### config.mk
export PLATFORM = sky130hd
export DESIGN_NAME = dct_quant_rle_flat
export DESIGN_NICKNAME = d
export VERILOG_FILES = /design/src/rtl/dct_quant_rle_if.sv /design/src/rtl/dct_quant_rle.sv /design/src/flat_wrapper.sv
export SDC_FILE = /design/constraint.sdc
export NUM_CORES = 1
export LEC_CHECK = 0
export BUFFER_PORTS_ARGS = -buffer_cell sky130_fd_sc_hd__buf_2
export CORE_MARGIN = 2
export CORE_UTILIZATION = 50
export DETAILED_ROUTE_END_ITERATION = 6
export GPL_ROUTABILITY_DRIVEN = 0
export PLACE_DENSITY = 0.67
export RECOVER_POWER = 100
export REMOVE_ABC_BUFFERS = 1
export SYNTH_ARGS = -nofsm -noshare
export SYNTH_HDL_FRONTEND = slang
export SYNTH_SLANG_ARGS = --single-unit
export TNS_END_PERCENT = 1
### constraint.sdc
create_clock -name clk -period 13.2 [get_ports clk]
set_input_delay 1.32 -clock clk [delete_from_list [all_inputs] [get_ports clk]]
set_output_delay 1.32 -clock clk [all_outputs]
set_load 0.02 [all_outputs]
### src/rtl/dct_quant_rle_if.sv
// ---------------------------------------------------------------------------
// dct_quant_rle_if
//   Bundles the coefficient input stream and the token output handshake of
//   the DCT quantizer / run-length encoder.
//
//   Coefficient side : coef_valid, coef_in, blk_sof
//   Token side       : out_valid, out_ready, out_run, out_level, out_eob
//   Status           : overflow (sticky token-drop flag)
//
//   modport master : the environment (DCT output register + token consumer)
//   modport slave  : the quantizer / RLE block itself
// ---------------------------------------------------------------------------
interface dct_quant_rle_if #(
  parameter int COEF_W = 19,
  parameter int LVL_W  = 8,
  parameter int N_COEF = 8
);
  localparam int IDX_W = $clog2(N_COEF);

  logic                     coef_valid;
  logic signed [COEF_W-1:0] coef_in;
  logic                     blk_sof;

  logic                     out_valid;
  logic                     out_ready;
  logic [IDX_W-1:0]         out_run;
  logic signed [LVL_W-1:0]  out_level;
  logic                     out_eob;
  logic                     overflow;

  modport master (
    output coef_valid, coef_in, blk_sof, out_ready,
    input  out_valid, out_run, out_level, out_eob, overflow
  );

  modport slave (
    input  coef_valid, coef_in, blk_sof, out_ready,
    output out_valid, out_run, out_level, out_eob, overflow
  );
endinterface

### src/rtl/dct_quant_rle.sv
// ---------------------------------------------------------------------------
// dct_quant_rle
//   Quantizes signed DCT coefficients (rounded right shift, half away from
//   zero, saturated to a symmetric level range) and run-length encodes each
//   N_COEF-coefficient block into (run, level, eob) tokens held in a small
//   FIFO behind a valid/ready handshake.
//
//   Ports:
//     clk    : clock, all logic on the rising edge
//     rst_n  : synchronous reset, ACTIVE HIGH despite the name
//     bus    : dct_quant_rle_if.slave
//              coef_valid/coef_in/blk_sof  - coefficient stream in
//              out_valid/out_ready         - token handshake
//              out_run/out_level/out_eob   - head token (0 while empty)
//              overflow                    - sticky, a token was dropped
//
//   Pipeline: coefficient sampled -> stage 1 register (level, index, sof)
//             -> stage 2 RLE decision pushes straight into the FIFO, so a
//             coefficient at cycle t is visible on the outputs at t+2.
// ---------------------------------------------------------------------------
module dct_quant_rle #(
  parameter int COEF_W     = 19,
  parameter int LVL_W      = 8,
  parameter int Q_SHIFT    = 4,
  parameter int N_COEF     = 8,
  parameter int FIFO_DEPTH = 4
) (
  input  logic           clk,
  input  logic           rst_n,
  dct_quant_rle_if.slave bus
);

  localparam int IDX_W   = $clog2(N_COEF);
  localparam int PTR_W   = $clog2(FIFO_DEPTH);
  localparam int CNT_W   = PTR_W + 1;
  localparam int TOK_W   = IDX_W + LVL_W + 1;
  localparam int SUM_W   = COEF_W + 1;
  localparam int LVL_MAX = 2**(LVL_W-1) - 1;
  localparam logic [IDX_W-1:0] IDX_LAST = IDX_W'(N_COEF - 1);

  // -------------------------------------------------------------------------
  // Stage 1: quantizer (combinational part)
  // -------------------------------------------------------------------------
  logic              w_neg;
  logic [COEF_W-1:0] w_mag;
  logic [SUM_W-1:0]  w_rnd;
  logic [SUM_W-1:0]  w_q;
  logic [LVL_W-1:0]  w_sat;
  logic [LVL_W-1:0]  w_lvl;
  logic [IDX_W-1:0]  w_idx;

  logic [IDX_W-1:0]  r_idx;
  logic              r_s1_valid;
  logic [LVL_W-1:0]  r_s1_lvl;
  logic [IDX_W-1:0]  r_s1_idx;
  logic              r_s1_sof;

  always_comb begin
    w_neg = bus.coef_in[COEF_W-1];
    // Negating the most negative input wraps to 2^(COEF_W-1), which is the
    // correct magnitude when read as unsigned.
    w_mag = w_neg ? COEF_W'(-bus.coef_in) : COEF_W'(bus.coef_in);
    // One extra bit so adding the rounding constant can never wrap.
    w_rnd = {1'b0, w_mag} + SUM_W'(2**(Q_SHIFT-1));
    w_q   = w_rnd >> Q_SHIFT;
    w_sat = (w_q > SUM_W'(LVL_MAX)) ? LVL_W'(LVL_MAX) : w_q[LVL_W-1:0];
    // Negating a zero magnitude yields zero, so -0 never appears.
    w_lvl = w_neg ? (-w_sat) : w_sat;
    // blk_sof pins this coefficient to index 0 regardless of the counter.
    w_idx = bus.blk_sof ? '0 : r_idx;
  end

  always_ff @(posedge clk) begin
    if (rst_n) begin
      r_idx      <= '0;
      r_s1_valid <= 1'b0;
      r_s1_lvl   <= '0;
      r_s1_idx   <= '0;
      r_s1_sof   <= 1'b0;
    end else begin
      r_s1_valid <= bus.coef_valid;
      if (bus.coef_valid) begin
        r_s1_lvl <= w_lvl;
        r_s1_idx <= w_idx;
        r_s1_sof <= bus.blk_sof;
        r_idx    <= (w_idx == IDX_LAST) ? '0 : w_idx + IDX_W'(1);
      end
    end
  end

  // -------------------------------------------------------------------------
  // Stage 2: run-length decision, at most one push per coefficient
  // -------------------------------------------------------------------------
  logic [IDX_W-1:0] r_run;
  logic [IDX_W-1:0] w_run_eff;
  logic             w_last;
  logic             w_nz;
  logic             w_push;
  logic [TOK_W-1:0] w_tok;

  always_comb begin
    // A start-of-block coefficient sees a cleared run, discarding any zeros
    // counted for an abandoned block.
    w_run_eff = r_s1_sof ? '0 : r_run;
    w_last    = (r_s1_idx == IDX_LAST);
    w_nz      = (r_s1_lvl != '0);
    w_push    = r_s1_valid && (w_last || w_nz);
    // A zero in the last slot emits a bare EOB; the trailing zeros are
    // implied, so the run field is 0 rather than the counted run.
    w_tok     = {(w_last && !w_nz) ? IDX_W'(0) : w_run_eff, r_s1_lvl, w_last};
  end

  always_ff @(posedge clk) begin
    if (rst_n) begin
      r_run <= '0;
    end else if (r_s1_valid) begin
      r_run <= (!w_last && !w_nz) ? w_run_eff + IDX_W'(1) : '0;
    end
  end

  // -------------------------------------------------------------------------
  // Token FIFO: pointers carry one wrap bit to tell full from empty.
  // Read is asynchronous so the head token is on the outputs as soon as it
  // is written.
  // -------------------------------------------------------------------------
  logic [TOK_W-1:0] r_mem [FIFO_DEPTH];
  logic [CNT_W-1:0] r_wr_ptr;
  logic [CNT_W-1:0] r_rd_ptr;
  logic             r_ovf;

  logic [CNT_W-1:0] w_count;
  logic             w_empty;
  logic             w_full;
  logic             w_pop;
  logic             w_push_ok;
  logic             w_drop;
  logic [TOK_W-1:0] w_head;

  always_comb begin
    w_count   = r_wr_ptr - r_rd_ptr;
    w_empty   = (w_count == '0);
    w_full    = (w_count == CNT_W'(FIFO_DEPTH));
    w_pop     = !w_empty && bus.out_ready;
    // A full FIFO still accepts a push when the head leaves in that cycle.
    w_push_ok = w_push && (!w_full || w_pop);
    w_drop    = w_push && w_full && !w_pop;
    w_head    = r_mem[r_rd_ptr[PTR_W-1:0]];
  end

  always_ff @(posedge clk) begin
    if (!rst_n && w_push_ok) begin
      r_mem[r_wr_ptr[PTR_W-1:0]] <= w_tok;
    end
  end

  always_ff @(posedge clk) begin
    if (rst_n) begin
      r_wr_ptr <= '0;
      r_rd_ptr <= '0;
      r_ovf    <= 1'b0;
    end else begin
      if (w_push_ok) r_wr_ptr <= r_wr_ptr + CNT_W'(1);
      if (w_pop)     r_rd_ptr <= r_rd_ptr + CNT_W'(1);
      if (w_drop)    r_ovf    <= 1'b1;
    end
  end

  // Data outputs are forced to 0 while empty so the interface reads all
  // zero straight after reset, before the storage holds anything defined.
  assign bus.out_valid = !w_empty;
  assign bus.out_run   = w_empty ? '0 : w_head[TOK_W-1 -: IDX_W];
  assign bus.out_level = w_empty ? '0 : w_head[LVL_W:1];
  assign bus.out_eob   = w_empty ? 1'b0 : w_head[0];
  assign bus.overflow  = r_ovf;

endmodule

### src/flat_wrapper.sv
// flat-port wrapper written by rule: the top's interface ports become plain ports
module dct_quant_rle_flat 
#(
  parameter int COEF_W     = 19,
  parameter int LVL_W      = 8,
  parameter int Q_SHIFT    = 4,
  parameter int N_COEF     = 8,
  parameter int FIFO_DEPTH = 4
)
  (clk, rst_n, bus_coef_valid, bus_coef_in, bus_blk_sof, bus_out_ready, bus_out_valid, bus_out_run, bus_out_level, bus_out_eob, bus_overflow);
  dct_quant_rle_if #(.COEF_W(COEF_W), .LVL_W(LVL_W), .N_COEF(N_COEF)) bus_i ();
  input  logic clk;
  input  logic rst_n;
  input wire logic [$bits(bus_i.coef_valid)-1:0] bus_coef_valid;
  input wire logic [$bits(bus_i.coef_in)-1:0] bus_coef_in;
  input wire logic [$bits(bus_i.blk_sof)-1:0] bus_blk_sof;
  input wire logic [$bits(bus_i.out_ready)-1:0] bus_out_ready;
  output wire logic [$bits(bus_i.out_valid)-1:0] bus_out_valid;
  output wire logic [$bits(bus_i.out_run)-1:0] bus_out_run;
  output wire logic [$bits(bus_i.out_level)-1:0] bus_out_level;
  output wire logic [$bits(bus_i.out_eob)-1:0] bus_out_eob;
  output wire logic [$bits(bus_i.overflow)-1:0] bus_overflow;
  assign bus_i.coef_valid = bus_coef_valid;
  assign bus_i.coef_in = bus_coef_in;
  assign bus_i.blk_sof = bus_blk_sof;
  assign bus_i.out_ready = bus_out_ready;
  assign bus_out_valid = bus_i.out_valid;
  assign bus_out_run = bus_i.out_run;
  assign bus_out_level = bus_i.out_level;
  assign bus_out_eob = bus_i.out_eob;
  assign bus_overflow = bus_i.overflow;
  dct_quant_rle #(.COEF_W(COEF_W), .LVL_W(LVL_W), .Q_SHIFT(Q_SHIFT), .N_COEF(N_COEF), .FIFO_DEPTH(FIFO_DEPTH)) u_core (.clk(clk), .rst_n(rst_n), .bus(bus_i));
endmodule
==> results of run 1 <==
[where the power goes]
group | leakage [uW] | switching, uW | internal [uW] | total, uW
Combinational | 0.000829 | 78.9 | 56.3 | 135
Sequential | 0.000679 | 14.1 | 261 | 275
Clock | 0.000101 | 79.8 | 106 | 186
Total | 0.00161 | 173 | 423 | 596
[worst max-delay path: stages]
cell and delay, ns:
clkbuf_1 0.91, inv_1 0.48, or4_1 0.63, and3_1 0.27
or4_1 0.51, or3b_1 0.38, a211oi_1 0.42, nand3_1 0.31
nor2_1 0.23, ha_1 0.20, and2_0 0.19, a21boi_0 0.10
o31a_1 0.24, o31ai_1 0.25
[metal layers]
metal	vias up	track usage, %	share of wire [%]
met2	57	31.75	51
met1	1410	23.16	45
met3	4	4.269	3.2
met5	-	0	0
met4	0	3.929	0.50
li1	1490	-	-
[how the worst max path moves through the flow]
stage          cells past startpoint                 end             from
3_3_place_gp                      14  u_core.r_s1_lvl[6]  bus_coef_in[18]
5_1_grt                           14  u_core.r_s1_lvl[6]  bus_coef_in[18]
2_1_floorplan                     13  u_core.r_s1_lvl[6]   bus_coef_in[0]
4_1_cts                           14  u_core.r_s1_lvl[6]  bus_coef_in[18]
3_5_place_dp                      14  u_core.r_s1_lvl[6]  bus_coef_in[18]
6_report                          14  u_core.r_s1_lvl[6]  bus_coef_in[18]
[flip-flops by register name, indices dropped and copies added, names as in the netlist, named ones only]
name                 count
u_core.r_run             3
u_core.r_s1_lvl          8
u_core.r_rd_ptr          3
u_core.r_wr_ptr          3
u_core.bus.overflow      1
u_core.r_idx             3
u_core.r_mem            48
u_core.r_s1_valid        1
u_core.r_s1_idx          3
u_core.r_s1_sof          1
[cell families after synthesis]
kind of cell | Yosys count | share of synthesized area (%)
buf+inv | 27 | 2.663
simple gates | 154 | 20.26
mux | 21 | 8.677
compound gates | 67 | 12.03
flops | 76 | 47.88
xor+xnor | 24 | 5.206
fa+ha+maj | 11 | 3.291
[stage by stage]
step,power [uW],hold WS [ns],instances
floorplan,374.4,0.4389,362
finish,596.2,0.4722,520
global placement,416.6,0.4482,504
global route,627.3,0.4950,520
CTS,605.9,0.4771,520
detailed placement,420.8,0.4584,504
[synth_stat cells, drive strengths merged (3+ instances only)]
library cell / instances
nand3: 7
and2: 17
nor3: 7
mux2i: 7
nand3b: 3
a2111oi: 3
mux4: 12
a21oi: 10
buf: 6
nor2b: 13
nand2b: 7
or3: 7
clkbuf: 12
o21ai: 14
nor2: 33
dfxtp: 28
a211oi: 6
o41ai: 6
or2: 4
xnor2: 13
or4: 9
xor2: 11
nor4: 6
inv: 9
nand2: 24
ha: 11
nand4: 3
and3: 5
edfxtp: 48
o31ai: 5
[area by class of cell]
type                    count  area, um2  share of cell area (%)
repair buffers             37      171.4                   3.717
clock inverters             6      87.58                   1.899
well taps                 105      131.4                   2.849
flip-flops and latches     76       2002                   43.41
clock buffers              10      127.6                   2.767
multi-input cells         277       2058                   44.63
inverters                   9      33.78                  0.7325
==> impl_metrics.json, run 1 <==
{
  "outcome": "finished, final reports clean",
  "ys.flop_type": "edfxtp_1",
  "grt_pass1_wl_mm": 12.75,
  "setup_tns_ns": 0,
  "start_kind": "input pin",
  "ant_nets": 0,
  "dpl.hpwl_mm": 5.835,
  "critPathCaptureType": "flip-flop",
  "skew_ns": 0.007726,
  "yosysTopAreaCell": "edfxtp_1",
  "grt_max_degree": 32,
  "final_cell_area_um2": 4612,
  "clock_sinks": 76,
  "cap_violations": 0,
  "clock_path_buffers": 2,
  "grt_usage_pct": 18.22,
  "tightestPinTransition_ns": 1.268,
  "synth-seq-area-share_pct": 47.88,
  "grt_pass1_vias": 2650,
  "yosysTopAreaCellShare_pct": 34.47,
  "clk_pin_slew_ns": 0.07,
  "drive_gt1_share_pct": 15.42,
  "post-route-util_pct": 56.41,
  "totalWireLength_mm": 7.953,
  "die_area_um2": 9111,
  "clk_latency_ns": 0.33,
  "io_buffers": 37,
  "grt_overflow": 0,
  "holdPathStages": 2,
  "syn_inst": 380,
  "r2r-end": "u_core.r_mem[3][7]",
  "placed_area_um2": 4420,
  "synth_edf_count": 48,
  "numCtsBuffers": 9,
  "layout_setup_ws_ns": 6.986,
  "synth_area_leaders": "edfxtp_1 (34%), dfxtp_1 (13%), mux4_2 (6.5%)",
  "hold_viol_final": 0,
  "vias": 2961,
  "grt_antenna_before_repair": 0,
  "hp-class": "flip-flop to flip-flop",
  "die_y_um": 95.45,
  "setup_viol": 0,
  "drtPass1Iterations": 5,
  "yosys_warnings": 0,
  "crit_fanout": 31,
  "num_antenna_cells": 0,
  "path_class": "input pin to flip-flop",
  "cts_tree": "done",
  "cellLeakagePower_uw": 0.001608,
  "fin_crit_sh_pct": 47.08,
  "dp_slack_ns": 7.561,
  "ys_ff_latch": 76,
  "r2r_setup_slack_ns": 10.47,
  "wl_per_cell_um": 15.29,
  "io_pins": 38,
  "cts_hold_buf": 0,
  "ys_async_sr_fraction_pct": 0,
  "clockRootBuffer": "clkbuf_8",
  "initial_utilization_pct": 51.15,
  "relSlewSlack_pct": 15.47,
  "areaGrowthSynthToFinish_pct": 10.29,
  "p_per_area_nw_per_um2": 129.3,
  "drcViolationCount": 0,
  "die_w_um": 95.45,
  "rsz0062_at_grt": "false",
  "cts_resized": 0,
  "final_cell_mix": "edfxtp_1 (48), nor2_1 (33), dfxtp_1 (28)",
  "core_um2": 8175,
  "avgSynthCellArea_um2": 11.00,
  "max_freq_mhz": 160.9,
  "final_common_cell": "edfxtp_1",
  "reg2regPathDepth": 9,
  "first_iter_violations": 116,
  "postCtsSetupBuffers": 0,
  "whs_endpoint": "u_core.bus.overflow",
  "fin_nets": 445,
  "crit_required_ns": 13.44,
  "cp.arrival_ns": 6.45,
  "finalCriticalPeriod_ns": 6.214,
  "floorplan.rows": 33,
  "vdd_drop_max_mv": 0.06139,
  "yosysUniqueCellTypes": 63,
  "via_per_inst": 5.694,
  "htree_levels": 3,
  "min_from": "u_core.bus.overflow",
  "synth.cell_area_um2": 4182,
  "fillCellCount": 704,
  "rr_startpoint": "u_core.r_wr_ptr[0]",
  "drv_slew": 0
}
Power figures use the tool's default switching activity.
==> run 2, diff against run 1 <==
--- a/config.mk
+++ b/config.mk
@@ -5,12 +5,13 @@
 export SDC_FILE = /design/constraint.sdc
 export NUM_CORES = 1
 export LEC_CHECK = 0
+export ABC_AREA = 1
 export BUFFER_PORTS_ARGS = -buffer_cell sky130_fd_sc_hd__buf_2
 export CORE_MARGIN = 2
 export CORE_UTILIZATION = 50
 export DETAILED_ROUTE_END_ITERATION = 6
 export GPL_ROUTABILITY_DRIVEN = 0
-export PLACE_DENSITY = 0.67
+export PLACE_DENSITY = 0.69
 export RECOVER_POWER = 100
 export REMOVE_ABC_BUFFERS = 1
 export SYNTH_ARGS = -nofsm -noshare
==> constraint.sdc (replaced) <==
create_clock -name clk -period 5.3 [get_ports clk]
set_input_delay 0.53 -clock clk [delete_from_list [all_inputs] [get_ports clk]]
set_output_delay 0.53 -clock clk [all_outputs]
set_load 0.02 [all_outputs]
==> run 2 against run 1 <==
Compared with the run above:
- worst hold slack worse by 0.0015 ns
- sequential cell count did not move
- clock-buffer cell count rose by 4
- via count increased by 22%
- synthesized cell count is 48% higher
- critical path type unchanged
- critical endpoint unchanged
==> impl_metrics.json, run 2 <==
{
  "outcome": "finished, final reports clean",
  "skew_ns": 0.009945,
  "reg2regPathDepth": 11,
  "postCtsSetupBuffers": 0,
  "setup_viol": 0,
  "syn_inst": 561,
  "core_um2": 8721,
  "grt_overflow": 0,
  "clockRootBuffer": "clkbuf_8",
  "die_w_um": 98.82,
  "rr_startpoint": "u_core.r_rd_ptr[1]",
  "synth.cell_area_um2": 4496,
  "dpl.hpwl_mm": 6.553,
  "vias": 3623,
  "grt_usage_pct": 19.05,
  "totalWireLength_mm": 8.882,
  "ys_async_sr_fraction_pct": 0,
  "first_iter_violations": 160,
  "r2r_setup_slack_ns": 1.74,
  "num_antenna_cells": 0,
  "crit_required_ns": 5.54,
  "cts_hold_buf": 0,
  "synth_area_leaders": "edfxtp_1 (32%), dfxtp_1 (12%), nand2_1 (10%)",
  "wl_per_cell_um": 12.51,
  "layoutNonFillerInstCount": 710,
  "grt_pass1_vias": 3366,
  "p_per_area_nw_per_um2": 355.7,
  "final_common_cell": "nand2_1",
  "vdd_drop_max_mv": 0.1340,
  "fin_nets": 632,
  "die_y_um": 98.82,
  "io_pins": 38,
  "slowest_delay_ns": 0.96,
  "hp-class": "flip-flop to flip-flop",
  "synth-seq-area-share_pct": 44.53,
  "crit_fanout": 31,
  "cap_violations": 0,
  "clock_path_buffers": 2,
  "initial_utilization_pct": 51.55,
  "via_per_inst": 5.103,
  "yosysUniqueCellTypes": 42,
  "io_buffers": 37,
  "start_kind": "input pin",
  "clk_latency_ns": 0.34,
  "drive_gt1_share_pct": 14.45,
  "relSlewSlack_pct": 9.841,
  "htree_levels": 3,
  "critical_path.startpoint": "bus_coef_in[18]",
  "setup_tns_ns": 0,
  "placed_cells": 694,
  "ys.flop_type": "edfxtp_1",
  "hold_viol_final": 0,
  "yosysTopAreaCell": "edfxtp_1",
  "drtPass1Iterations": 4,
  "critPathCaptureType": "flip-flop",
  "finalCriticalPeriod_ns": 4.050,
  "grt_max_degree": 32,
  "clk_pin_slew_ns": 0.08,
  "crit_top_cell": "nand2_1",
  "max_freq_mhz": 246.9,
  "cp_slowest_cell": "clkbuf_1",
  "ant_nets": 0,
  "floorplan.rows": 34,
  "rsz0062_at_grt": "false",
  "power_uw": 1743,
  "hold_ws_ns": 0.4706,
  "path_class": "input pin to flip-flop",
  "numCtsBuffers": 9,
  "fin_crit_sh_pct": 76.41,
  "yosysMostFrequentCell": "nand2_1",
  "yosysTopAreaCellShare_pct": 32.06,
  "yosys_warnings": 0,
  "grt_antenna_before_repair": 0,
  "cp.arrival_ns": 4.29,
  "synthTopCellsByCount": "nand2_1 (122), nor2_1 (98), inv_1 (67)",
  "ys_ff_latch": 76,
  "die_area_um2": 9765,
  "grt_pass1_wl_mm": 15.21,
  "final_cell_mix": "nand2_1 (122), nor2_1 (100), inv_1 (68)",
  "cellLeakagePower_uw": 0.002163,
  "tightestPinTransition_ns": 1.352,
  "areaGrowthSynthToFinish_pct": 8.962,
  "cts_tree": "done",
  "clock_sinks": 76,
  "cts_resized": 0,
  "largest_register_ffs": 48,
  "avgSynthCellArea_um2": 8.013,
  "crit_end": "u_core.r_s1_lvl[6]",
  "crit_chain": "clkbuf_1 -> inv_1 -> o21bai_1 -> nand2_1 -> nand2_1 -> nand2_1 -> nand2_1 -> nor2_1 -> nand3_1 -> nand2_1 -> nand2_1 -> nor2_2 -> nand3_2 -> a21oi_2 -> ha_1 -> nand2_1 -> nor2_1 -> nand2_1 -> nand3_1 -> nand3_1 -> nand2_1 -> inv_1",
  "r2r-end": "u_core.r_mem[0][8]",
  "drcViolationCount": 0,
  "drv_slew": 0,
  "synth_edf_count": 48
}
-- run 2: where the power goes --
group | internal [uW] | switching, uW
clock | 253 | 201
combinational | 174 | 392
sequential | 665 | 58.6
-- run 2: worst min-delay path by stage --
stage | startpoint | end | depth (start not counted)
final | u_core.bus.overflow | u_core.bus.overflow | 2
after global routing | rst_n | u_core.bus.overflow | 2
after CTS | u_core.bus.overflow | u_core.bus.overflow | 2
after detailed placement | u_core.bus.overflow | u_core.bus.overflow | 2
after global placement | u_core.bus.overflow | u_core.bus.overflow | 2
after floorplan | u_core.r_s1_idx[2] | u_core.r_s1_idx[2] | 2
-- run 2: routing by layer --
layer / vias to the layer above / part of all wire, % / track usage (%) / routed length, um
li1: 1900 / - / - / -
met1: 1658 / 46 / 23.90 / 4071
met5: - / 0 / 0 / 0
met3: 8 / 3.4 / 3.050 / 300
met2: 57 / 50 / 33.52 / 4406
met4: 0 / 1.2 / 6.217 / 104
-- run 2: cells by family (layout without fill, tap and decap cells) --
group,count (synthesis),in the layout,share of synthesized area [%]
DFF,76,76,44.53
AOI/OAI and AO/OA,71,71,9.518
adders and majority gates,11,11,3.061
and+or+nand+nor,306,306,32.34
buffers and inverters,89,130,8.823
xor gates and xnor gates,8,8,1.726
-- run 2: worst max-delay path, delay by kind of cell --
kind / cells / cell delay, ns
buffers and inverters: 3 / 1.48
AND/OR/NAND/NOR: 16 / 1.59
adder cells (fa/ha/maj): 1 / 0.18
AO/OA/AOI/OAI: 2 / 0.49
-- run 2: metrics by stage --
step | utilization [%] | instance area (um2) | setup WS (ns)
3_5_place_dp | 54.15 | 4722 | 1.727
2_1_floorplan | - | 4379 | 2.364
5_1_grt | 56.17 | 4898 | 0.7441
3_3_place_gp | 54.15 | 4722 | 1.893
4_1_cts | 56.63 | 4938 | 1.698
6_report | 56.17 | 4898 | 1.250
-- run 2: area by class of cell --
class | instances | area, um2
tap | 108 | 135.1
multi-input combinational | 396 | 2088
timing repair buffer | 40 | 176.4
sequential | 76 | 2002
clock inverter | 2 | 11.26
fill | 798 | 3822
clock buffer | 14 | 205.2
inverter | 74 | 280.3
==> run 3, diff against run 2 <==
==> constraint.sdc (replaced) <==
create_clock -name clk -period 3.4 [get_ports clk]
set_input_delay 0.34 -clock clk [delete_from_list [all_inputs] [get_ports clk]]
set_output_delay 0.34 -clock clk [all_outputs]
set_load 0.02 [all_outputs]
==> run 3 against run 2 <==
Compared with the run above:
- first-iteration DRC count shrank 5.0%
- routed wire length shrank 0.24%
- clock skew fell by 0.00081 ns
- sequential cell count is the same
- largest power group unchanged
- highest routed layer unchanged
==> impl_metrics.json, run 3 (synthesized netlist as in run 2, its figures left out) <==
{
  "outcome": "finished, final reports clean",
  "slowest_delay_ns": 0.35,
  "drcViolationCount": 0,
  "areaGrowthSynthToFinish_pct": 10.19,
  "vias": 3624,
  "rsz0062_at_grt": "false",
  "io_buffers": 37,
  "cp.arrival_ns": 2.87,
  "via_per_inst": 5.076,
  "start_kind": "flip-flop",
  "critPathCaptureType": "flip-flop",
  "max_freq_mhz": 349.8,
  "hold_viol_final": 0,
  "dpl.hpwl_mm": 6.372,
  "layout_setup_ws_ns": 0.5408,
  "p_switching_uw": 1047,
  "clock_sinks": 76,
  "die_y_um": 98.82,
  "drive_gt1_share_pct": 16.50,
  "cts_hold_buf": 0,
  "clock_path_buffers": 2,
  "grt_pass1_vias": 3345,
  "cellLeakagePower_uw": 0.002203,
  "switching_share_pct": 37.67,
  "cap_violations": 0,
  "vdd_drop_max_mv": 0.2491,
  "numCtsBuffers": 9,
  "drtPass1Iterations": 4,
  "cts_resized": 0,
  "postCtsSetupBuffers": 0,
  "cts_tree": "done",
  "wl_per_cell_um": 12.41,
  "clkPwrFrac_pct": 27.0,
  "largest_register_ffs": 48,
  "layoutNonFillerInstCount": 714,
  "tightestPinTransition_ns": 0.7806,
  "drv_slew": 0,
  "crit_required_ns": 3.41,
  "power.share.sequential_pct": 39.6,
  "ant_nets": 0,
  "cp_top_family": "simple AND/OR/NAND/NOR gates",
  "p_per_area_nw_per_um2": 561.2,
  "grt_pass1_wl_mm": 15.17,
  "num_antenna_cells": 0,
  "p_int_uw": 1733,
  "setup_tns_ns": 0,
  "final_common_cell": "nand2_1",
  "dp_slack_ns": 0.3124,
  "grt_max_degree": 26,
  "crit_fanout": 14,
  "cp_num_buf_inv": 4,
  "io_pins": 38,
  "first_iter_violations": 152,
  "comb_power_share_pct": 33.5,
  "skew_ns": 0.009131,
  "initial_utilization_pct": 51.55,
  "grt_overflow": 0,
  "fin_crit_sh_pct": 84.09,
  "clk_pin_slew_ns": 0.08,
  "setup_viol": 0,
  "totalWireLength_mm": 8.861,
  "core_um2": 8721,
  "die_w_um": 98.82,
  "clk_latency_ns": 0.35,
  "htree_levels": 3,
  "placed_cells": 698,
  "floorplan.rows": 34,
  "finalCriticalPeriod_ns": 2.859,
  "relSlewSlack_pct": 47.96,
  "path_class": "flip-flop to flip-flop",
  "final_cell_mix": "nand2_1 (123), nor2_1 (98), inv_1 (67)",
  "cp_slowest_cell": "dfxtp_1",
  "clockRootBuffer": "clkbuf_8",
  "grt_usage_pct": 19.24,
  "grt_antenna_before_repair": 0,
  "hp-class": "input pin to flip-flop",
  "crit_chain": "inv_1 -> ha_1 -> a21oi_1 -> xnor2_1 -> nand3b_1 -> buf_4 -> nand2_1 -> nand4_1 -> nand3_1 -> inv_1 -> nand2_1 -> nor2_1 -> clkbuf_2",
  "die_area_um2": 9765,
  "fin_nets": 636
}
-- run 3: changes by cell type in the layout (fill, tap and decap cells not counted), sizes merged --
cell and change:
buf +5, clkinvlp +1, clkbuf -3, inv +1
-- run 3: worst paths after layout --
check,from,to,slack (ns),depth (start not counted)
setup / recovery,u_core.r_rd_ptr[1],u_core.r_mem[1][5],0.54,13
hold / removal,rst_n,u_core.r_s1_idx[2],0.30,2
setup reg to reg,u_core.r_rd_ptr[1],u_core.r_mem[1][5],0.54,13
hold reg to reg,u_core.r_s1_idx[2],u_core.r_s1_idx[2],0.48,2
-- run 3: area by class of cell --
| type | count | area (um2) |
|---|---|---|
| fillers | 809 | 3767 |
| clock inverters | 4 | 32.53 |
| clock buffers | 12 | 198.9 |
| well taps | 108 | 135.1 |
| repair buffers | 44 | 210.2 |
| flip-flops and latches | 76 | 2002 |
| multi-input cells | 396 | 2095 |
| inverters | 74 | 280.3 |
-- run 3: routing by layer --
| layer | vias up | global-route usage [%] | routed length (um) |
|---|---|---|---|
| li1 | 1907 | - | - |
| met1 | 1631 | 24.97 | 4239 |
| met2 | 76 | 32.54 | 4174 |
| met3 | 10 | 2.766 | 308 |
| met4 | 0 | 7.587 | 140 |
| met5 | - | 0 | 0 |
-- run 3: metrics by stage --
stage	hold WS [ns]	instance area, um2	util, %	power, uW
final	0.2970	4954	56.80	2780
after global routing	0.3022	4954	56.80	2966
after CTS	0.2834	4984	57.14	2836
after detailed placement	0.4608	4752	54.49	2088
after global placement	0.4504	4752	54.49	2070
after floorplan	0.4091	4379	-	1772
-- run 3: power groups by stage --
stage / combinational (uW) / clock, uW / sequential (uW)
3_5_place_dp: 967 / 0 / 1120
3_3_place_gp: 953 / 0 / 1120
2_1_floorplan: 656 / 0 / 1120
5_1_grt: 1050 / 803 / 1110
6_report: 930 / 750 / 1100
4_1_cts: 969 / 768 / 1100
